`src/rtl/mips_mc_control.sv`:
```
// mips_mc_control: multi-cycle main control FSM for the MIPS core.
// Decodes the opcode and sequences the shared datapath over 3-5 cycles.
// Optional feature macro: MC_CONTROL_BNE_EN adds bne (BRANCH_NE state, branchNe_o port).
module mips_mc_control #(
  parameter int unsigned OP_W = 6
) (
  input  logic            clk_i,
  input  logic            rst_i,
  input  logic [OP_W-1:0] opcode_i,
  input  logic            mem_ready_i,
  output logic            IorD_o,
  output logic            memWrite_o,
  output logic            IRWrite_o,
  output logic            regDst_o,
  output logic            memtoReg_o,
  output logic            regWrite_o,
  output logic            aluSrcA_o,
  output logic [1:0]      aluSrcB_o,
  output logic [1:0]      ALUop_o,
  output logic [1:0]      PCSrc_o,
  output logic            PCWrite_o,
  output logic            branch_o,
  output logic            illegal_o,
  output logic [3:0]      state_o
`ifdef MC_CONTROL_BNE_EN
  ,
  output logic            branchNe_o
`endif
);

  localparam logic [3:0] S_FETCH   = 4'd0;
  localparam logic [3:0] S_DECODE  = 4'd1;
  localparam logic [3:0] S_MEMADR  = 4'd2;
  localparam logic [3:0] S_MEMRD   = 4'd3;
  localparam logic [3:0] S_MEMWB   = 4'd4;
  localparam logic [3:0] S_MEMWR   = 4'd5;
  localparam logic [3:0] S_EXECUTE = 4'd6;
  localparam logic [3:0] S_ALUWB   = 4'd7;
  localparam logic [3:0] S_BRANCH  = 4'd8;
  localparam logic [3:0] S_ADDIEX  = 4'd9;
  localparam logic [3:0] S_ADDIWB  = 4'd10;
  localparam logic [3:0] S_JUMP    = 4'd11;
`ifdef MC_CONTROL_BNE_EN
  localparam logic [3:0] S_BRNE    = 4'd12;
`endif

  localparam logic [OP_W-1:0] OP_RTYPE = OP_W'(6'b000000);
  localparam logic [OP_W-1:0] OP_J     = OP_W'(6'b000010);
  localparam logic [OP_W-1:0] OP_BEQ   = OP_W'(6'b000100);
  localparam logic [OP_W-1:0] OP_ADDI  = OP_W'(6'b001000);
  localparam logic [OP_W-1:0] OP_LW    = OP_W'(6'b100011);
  localparam logic [OP_W-1:0] OP_SW    = OP_W'(6'b101011);
`ifdef MC_CONTROL_BNE_EN
  localparam logic [OP_W-1:0] OP_BNE   = OP_W'(6'b000101);
`endif

  logic [3:0] r_state;
  logic [3:0] w_next;
  logic [3:0] w_st;
  logic       w_illegal;
  logic       w_mem_write;
  logic       w_reg_write;
  logic       w_ir_write;
  logic       w_pc_write;
  logic       w_branch;

  // State register; reset aborts whatever instruction is in flight.
  always_ff @(posedge clk_i) begin
    if (rst_i) begin
      r_state <= S_FETCH;
    end else begin
      r_state <= w_next;
    end
  end

  // Next-state decode; opcode is only consulted in DECODE and MEMADR.
  always_comb begin
    w_next    = S_FETCH;
    w_illegal = 1'b0;
    case (r_state)
      S_FETCH:  w_next = mem_ready_i ? S_DECODE : S_FETCH;
      S_DECODE: begin
        case (opcode_i)
          OP_LW, OP_SW: w_next = S_MEMADR;
          OP_RTYPE:     w_next = S_EXECUTE;
          OP_BEQ:       w_next = S_BRANCH;
          OP_ADDI:      w_next = S_ADDIEX;
          OP_J:         w_next = S_JUMP;
`ifdef MC_CONTROL_BNE_EN
          OP_BNE:       w_next = S_BRNE;
`endif
          default: begin
            w_next    = S_FETCH;
            w_illegal = 1'b1;
          end
        endcase
      end
      S_MEMADR: begin
        if (opcode_i == OP_LW) begin
          w_next = S_MEMRD;
        end else if (opcode_i == OP_SW) begin
          w_next = S_MEMWR;
        end else begin
          w_next = S_FETCH;
        end
      end
      S_MEMRD:   w_next = mem_ready_i ? S_MEMWB : S_MEMRD;
      S_MEMWB:   w_next = S_FETCH;
      S_MEMWR:   w_next = mem_ready_i ? S_FETCH : S_MEMWR;
      S_EXECUTE: w_next = S_ALUWB;
      S_ALUWB:   w_next = S_FETCH;
      S_BRANCH:  w_next = S_FETCH;
      S_ADDIEX:  w_next = S_ADDIWB;
      S_ADDIWB:  w_next = S_FETCH;
      S_JUMP:    w_next = S_FETCH;
      default:   w_next = S_FETCH;
    endcase
  end

  // During reset the datapath selects show FETCH values regardless of state.
  assign w_st = rst_i ? S_FETCH : r_state;

  // Output decode from state; FETCH strobes follow mem_ready_i (Mealy).
  always_comb begin
    IorD_o      = 1'b0;
    w_mem_write = 1'b0;
    w_ir_write  = 1'b0;
    regDst_o    = 1'b0;
    memtoReg_o  = 1'b0;
    w_reg_write = 1'b0;
    aluSrcA_o   = 1'b0;
    aluSrcB_o   = 2'b00;
    ALUop_o     = 2'b00;
    PCSrc_o     = 2'b00;
    w_pc_write  = 1'b0;
    w_branch    = 1'b0;
`ifdef MC_CONTROL_BNE_EN
    branchNe_o  = 1'b0;
`endif
    case (w_st)
      S_FETCH: begin
        aluSrcB_o  = 2'b01;
        w_ir_write = mem_ready_i;
        w_pc_write = mem_ready_i;
      end
      S_DECODE: aluSrcB_o = 2'b11;
      S_MEMADR, S_ADDIEX: begin
        aluSrcA_o = 1'b1;
        aluSrcB_o = 2'b10;
      end
      S_MEMRD: IorD_o = 1'b1;
      S_MEMWB: begin
        memtoReg_o  = 1'b1;
        w_reg_write = 1'b1;
      end
      S_MEMWR: begin
        IorD_o      = 1'b1;
        w_mem_write = 1'b1;
      end
      S_EXECUTE: begin
        aluSrcA_o = 1'b1;
        ALUop_o   = 2'b10;
      end
      S_ALUWB: begin
        regDst_o    = 1'b1;
        w_reg_write = 1'b1;
      end
      S_BRANCH: begin
        aluSrcA_o = 1'b1;
        ALUop_o   = 2'b01;
        PCSrc_o   = 2'b01;
        w_branch  = 1'b1;
      end
`ifdef MC_CONTROL_BNE_EN
      S_BRNE: begin
        aluSrcA_o  = 1'b1;
        ALUop_o    = 2'b01;
        PCSrc_o    = 2'b01;
        branchNe_o = 1'b1;
      end
`endif
      S_ADDIWB: w_reg_write = 1'b1;
      S_JUMP: begin
        PCSrc_o    = 2'b10;
        w_pc_write = 1'b1;
      end
      default: ;
    endcase
  end

  // Write strobes and the illegal pulse are suppressed in the reset cycle.
  assign memWrite_o = w_mem_write & ~rst_i;
  assign regWrite_o = w_reg_write & ~rst_i;
  assign IRWrite_o  = w_ir_write  & ~rst_i;
  assign PCWrite_o  = w_pc_write  & ~rst_i;
  assign branch_o   = w_branch    & ~rst_i;
  assign illegal_o  = w_illegal   & ~rst_i;
  assign state_o    = r_state;

endmodule

```
`config.mk`:
```
export PLATFORM = sky130hd
export DESIGN_NAME = mips_mc_control
export DESIGN_NICKNAME = d
export VERILOG_FILES = /design/src/rtl/mips_mc_control.sv
export SDC_FILE = /design/constraint.sdc
export NUM_CORES = 1
export LEC_CHECK = 0
export CORE_MARGIN = 2
export CORE_UTILIZATION = 39
export CTS_CLUSTER_DIAMETER = 50
export DETAILED_ROUTE_END_ITERATION = 12
export GPL_TIMING_DRIVEN = 0
export PLACE_DENSITY = 0.78
export SYNTH_ARGS = -nofsm -noshare
export SYNTH_HDL_FRONTEND = slang
export SYNTH_SLANG_ARGS = --single-unit
```
`constraint.sdc`:
```
create_clock -name clk_i -period 2 [get_ports clk_i]
set_clock_uncertainty 0.05 [all_clocks]
set_input_delay 0.4 -clock clk_i [delete_from_list [all_inputs] [get_ports clk_i]]
set_output_delay 0.4 -clock clk_i [all_outputs]
set_load 0.02 [all_outputs]
```
# ---- After elaboration in Yosys (flattened, before gate mapping)
# Index checks and enable logic that the tools add are counted.
dict set report totals {
  reg_bits 4
  input_bits 9
  wordCells 61
}
dict set report classes {
  n_eq_ne 22
  mux 22
  n_bitwise 7
  n_reduce_logical 9
}
# op count
set ops {}
lappend ops {{$pmux W4 S7} 1}
lappend ops {{$eq A4 B3 Y1 const B} 6}
lappend ops {{$eq A4 B4 Y1 const B} 5}
lappend ops {{$pmux W4 S5} 1}
lappend ops {{$eq A4 B2 Y1 const B} 4}
lappend ops {{$eq A6 B6 Y1 const B} 2}
lappend ops {{$mux W3} 4}
lappend ops {{$mux W1} 11}
lappend ops {{$eq A4 B1 Y1 const B} 2}
lappend ops {{$logic_not A4 Y1} 2}
lappend ops {{$pmux W2 S2} 2}
lappend ops {{$and A1 B1 Y1} 6}
lappend ops {{$eq A6 B2 Y1 const B} 1}
lappend ops {{$eq A6 B3 Y1 const B} 1}
lappend ops {{$eq A6 B4 Y1 const B} 1}
lappend ops {{$logic_not A6 Y1} 1}
lappend ops {{$pmux W2 S3} 1}
lappend ops {{$reduce_or A2 Y1} 3}
lappend ops {{$reduce_or A6 Y1} 1}
lappend ops {{$mux W4} 1}
lappend ops {{$reduce_or A4 Y1} 1}
lappend ops {{$reduce_or A3 Y1} 1}
lappend ops {{$pmux W1 S2} 1}
lappend ops {{$not A1 Y1} 1}

# ---- Logic depth before layout (Yosys ltp)
# Gate-level depths: netlist (run 1).
dict set report depth {
  word_depth 5
  mapped_depth 6
  ltp_nobuf 4
}

# ---- Worst setup path after synthesis (run 1)
# No wires, ideal clock.
dict set report synth_timing {
  path_kind {flip-flop to output port}
  startpoint {reg r_state[1], in the netlist state_o[1]}
  endpoint {out PCWrite_o}
  arrival_ns 1.498
  t_required_ns 1.550
  path_slack_ns 0.052
  path_stages_with_launch 5
  n_path_buf 1
  path_cell_list {dfxtp_1 buf_6 nand2_4 nor3_1 or2_2}
}
dict set report synth_between {
  elab_chain_cells 4
}
# element line_no
set synth_rtl {}
lappend synth_rtl {{start: declaration} 57} ;# logic [3:0] r_state;
lappend synth_rtl {{start signal: assignment} 72} ;# r_state <= w_next;
lappend synth_rtl {{$mux W4 *} 121} ;# assign w_st = rst_i ? S_FETCH : r_state;
lappend synth_rtl {{$eq A4 B4 Y1 or $logic_not A4 Y1 (tied branches)} 140} ;# case (w_st)
lappend synth_rtl {{$pmux W1 S2 *} 140}
lappend synth_rtl {{$and A1 B1 Y1 *} 195} ;# assign PCWrite_o = w_pc_write & ~rst_i;
lappend synth_rtl {{end: declaration} 21} ;# output logic PCWrite_o,
# Mark *: on every way between the ends. The rest lies on a longest branch, timed or not.

# ---- Final worst setup path (run 1)
dict set report layout_timing {
  startpoint {reg r_state[0], in the netlist state_o[0]}
  endpoint {out illegal_o}
}
dict set report layout_between {
  elab_chain_cells 3
}
# element line_no
set layout_rtl {}
lappend layout_rtl {{$eq A4 B1 Y1} 80} ;# case (r_state)
lappend layout_rtl {{$mux W1} 80}
lappend layout_rtl {{$and A1 B1 Y1} 197} ;# assign illegal_o = w_illegal & ~rst_i;
lappend layout_rtl {{end: declaration} 23} ;# output logic illegal_o,
# No other way between the ends.

==> results of run 1 <==
final timing paths:
path,start,to,depth (start not counted)
setup / recovery,state_o[0],illegal_o,6
hold / removal,opcode_i[3],state_o[2],3
setup reg to reg,state_o[3],state_o[1],5
hold reg to reg,state_o[2],state_o[3],2
cells in the final DEF (no fill, tap or decap), types with 5 or more instances in the layout:
cell type	instances
sky130_fd_sc_hd__buf_4	12
sky130_fd_sc_hd__nor2_1	8
sky130_fd_sc_hd__buf_6	6
sky130_fd_sc_hd__nor3_1	6
sky130_fd_sc_hd__dlygate4sd2_1	6
sky130_fd_sc_hd__clkdlybuf4s15_1	6
sky130_fd_sc_hd__clkdlybuf4s50_1	5
power by group through the flow:
stage	clock network (mW)	logic (mW)	registers [mW]
after detailed placement	0	0.0929	0.0842
after global routing	0.113	0.117	0.0809
after global placement	0	0.0917	0.0842
final	0.100	0.109	0.0810
after CTS	0.106	0.0934	0.0831
after floorplan	0	0.0523	0.0862
metal layers:
layer	wire, um	global-route usage	up-vias
met3	114	0.0511	2
met5	0	0	-
met2	900	0.343	35
li1	-	-	374
met1	772	0.217	346
met4	21	0.0364	0
Yosys cell counts, types with 2 or more instances:
| cell type | count | share of area |
|---|---|---|
| sky130_fd_sc_hd__a31oi_1 | 2 | 0.021 |
| sky130_fd_sc_hd__buf_6 | 4 | 0.075 |
| sky130_fd_sc_hd__o21ai_0 | 3 | 0.025 |
| sky130_fd_sc_hd__nand2b_1 | 3 | 0.031 |
| sky130_fd_sc_hd__o21bai_1 | 2 | 0.025 |
| sky130_fd_sc_hd__a21oi_1 | 3 | 0.025 |
| sky130_fd_sc_hd__nor3_1 | 7 | 0.059 |
| sky130_fd_sc_hd__xnor2_1 | 2 | 0.029 |
| sky130_fd_sc_hd__and3_1 | 2 | 0.021 |
| sky130_fd_sc_hd__nor2_1 | 8 | 0.050 |
| sky130_fd_sc_hd__or2_1 | 2 | 0.021 |
| sky130_fd_sc_hd__dfxtp_1 | 4 | 0.13 |
| sky130_fd_sc_hd__buf_4 | 3 | 0.038 |
| sky130_fd_sc_hd__o21a_1 | 2 | 0.025 |
| sky130_fd_sc_hd__nor2b_1 | 2 | 0.021 |
| sky130_fd_sc_hd__nand2_1 | 3 | 0.019 |
| sky130_fd_sc_hd__nand4_1 | 2 | 0.021 |
cell type report:
| class | count | area (um2) |
|---|---|---|
| Multi-Input combinational cell | 67 | 474 |
| Fill cell | 143 | 465 |
| Timing Repair Buffer | 37 | 309 |
| Sequential cell | 4 | 90.1 |
| Buffer | 8 | 90.1 |
| Clock buffer | 3 | 22.5 |
| Tap cell | 16 | 20.0 |
logic make-up (layout without fill, tap and decap cells):
| group | Yosys count | after routing | share of synthesized area |
|---|---|---|---|
| xor+xnor | 3 | 3 | 0.0439 |
| compound gates | 20 | 20 | 0.243 |
| flops | 4 | 4 | 0.134 |
| simple gates | 44 | 44 | 0.460 |
| buf+inv | 8 | 48 | 0.119 |
what timing repair did:
item / CTS / global route
buffers inserted: 1 / 9
gates resized for setup: 42 / 27
hold buffers: 0 / 0
pin swaps: 0 / 2
setup endpoints to repair: 16 / 12
through the flow:
| stage | total power [mW] | TNS, ns |
|---|---|---|
| 3_3_place_gp | 0.176 | -6.65 |
| 5_1_grt | 0.311 | -0.259 |
| 3_5_place_dp | 0.177 | -7.55 |
| 2_1_floorplan | 0.138 | 0 |
| 4_1_cts | 0.282 | -0.0970 |
| 6_report | 0.290 | -0.0938 |
worst max-delay path, cell delays in order (launching register included):
cell and delay, ns:
sky130_fd_sc_hd__dfxtp_2 0.33, sky130_fd_sc_hd__buf_6 0.13, sky130_fd_sc_hd__nand2b_4 0.06, sky130_fd_sc_hd__buf_6 0.13, sky130_fd_sc_hd__or3_4 0.32, sky130_fd_sc_hd__a311oi_2 0.25
sky130_fd_sc_hd__buf_4 0.18
==> impl_results.md, run 1 <==
- Status: finished, violations left
- Violated checks: setup timing
- Launching element type of the critical path: register
- Detail Route Antenna Nets: 0
- Number of iterations in the first detailed-routing pass: 4
- Avg Synthesized Cell Area: 7.57 um2
- Warnings, synthesis: 0
- Top flip-flop cell by instance count after synthesis: sky130_fd_sc_hd__dfxtp_1
- Total number of clock tree sinks: 4
- CTS Buffer Depth: 2
- Share of flip-flops with an asynchronous set or reset after synthesis: 0
- VDD IR max: 0.244 mV
- Critical path arrival: 1.64 ns
- Finished layout cell area: 1010 um2
- Crit path kind: register to primary output
- Clock share of power: 0.346
- Hold crit path type: input port to register
- Total via count after detailed routing: 757
- Largest net degree at the start of global routing: 11
- Count of flip-flops with a built-in enable after synthesis: 0
- Starting DRT DRC Count: 18
- Power density cells: 288 nW/um2
- Measured slew at the worst slew-check pin: 0.323 ns
- Setup slack at placement: -0.784 ns
- Clock buffer count from CTS: 3
- Placeable core region: 1470 um2
- Syn Std Cell Area: 598 um2
- Sequential-to-total area share from yosys stat: 0.134
- Synth unique cells: 42
- Detail Placement HPWL: 1230 um
- Diode count: 0
- Sw Pwr: 0.0859 mW
- Area of placed instances: 888 um2
- Combined global-route utilization of all metal layers: 0.188
- Initial standard-cell utilization of the core: 0.406
- Weighted congestion reported at the end of routability-driven placement: 0.794
- WL per Instance: 13.4 um
- Setup violations, final: 1
- Net count of the finished layout: 130
- Crit-path max FO: 8
- CTS tree: done
- Height of the die: 43.2 um
- Setup repair after global routing missed its margin: true
- Flop pwr share: 0.279
- Static Leak: 0.437 nW
- Number of standard cells in the final layout excluding fillers: 135
- Ratio of final minimum period to clock period: 1.05
- Cells after Synth: 79
- Global route overflow: 0
- Insertion delay of the later-clocked pin in the worst-skew pair: 0.24 ns
- Cell chosen for the clock root: sky130_fd_sc_hd__clkbuf_4
- Number of global-route vias before repair: 644
- Overall routed net length: 1810 um
- Clock-pin slew reported for the worst setup and hold paths after clock tree synthesis: 0.04 ns
- Fraction of layout cells with a size suffix above 1: 0.395
- DRC viols: 0
- Buffers added on ports: 27
- Syn nets: 88
- Clock period minus worst slack: 2.09 ns
- Number of violations of the max-capacitance limit: 0
- Area added between synthesis and finish: 68.2%
- Worst setup margin: -0.0938 ns
- Final Max Tran Viols: 0
- Relative slew slack: 0.783
- Global-route wire length before repair: 2730 um
- Fmax: 0.478 GHz
- Avg Vias per Cell: 5.61
- I/O pin cnt: 29
- Deepest level of the CTS H-tree: 1
- Initial antenna violation count: 0
- Share of power burned in combinational logic: 0.375
- Register bit total from synthesis: 4
- Sw Share: 0.296
- Finished Core Util: 0.684
- Internal: 0.204 mW
- Required arrival time at the worst endpoint: 1.55 ns
- Kind of end point of the critical path: primary output
- Die extent in x: 43.2 um
- FF-to-FF setup slack: 0.50 ns
- Number of flip-flops in the largest register: 4
- Num rows: 14
- Area of the die: 1860 um2
- Total count of hold-check failures in the final report: 0
- Fin Hold WS: 0.441 ns
- Cell count after placement: 122
(Power assumes the default switching activity.)
==> run 2: changes to the inputs <==
--- a/config.mk
+++ b/config.mk
@@ -7,7 +7,7 @@
 export LEC_CHECK = 0
 export CORE_MARGIN = 2
 export CORE_UTILIZATION = 39
-export CTS_CLUSTER_DIAMETER = 50
+export CTS_CLUSTER_DIAMETER = 200
 export DETAILED_ROUTE_END_ITERATION = 12
 export GPL_TIMING_DRIVEN = 0
 export PLACE_DENSITY = 0.78
==> results of run 2 <==
No change in the layout: final DEF, timing and power equal those of run 1.
==> run 3: changes to the inputs <==
--- a/config.mk
+++ b/config.mk
@@ -5,6 +5,7 @@
 export SDC_FILE = /design/constraint.sdc
 export NUM_CORES = 1
 export LEC_CHECK = 0
+export CAP_MARGIN = 20
 export CORE_MARGIN = 2
 export CORE_UTILIZATION = 39
 export CTS_CLUSTER_DIAMETER = 200
==> results of run 3 <==
No change in the layout: final DEF, timing and power equal those of run 1.
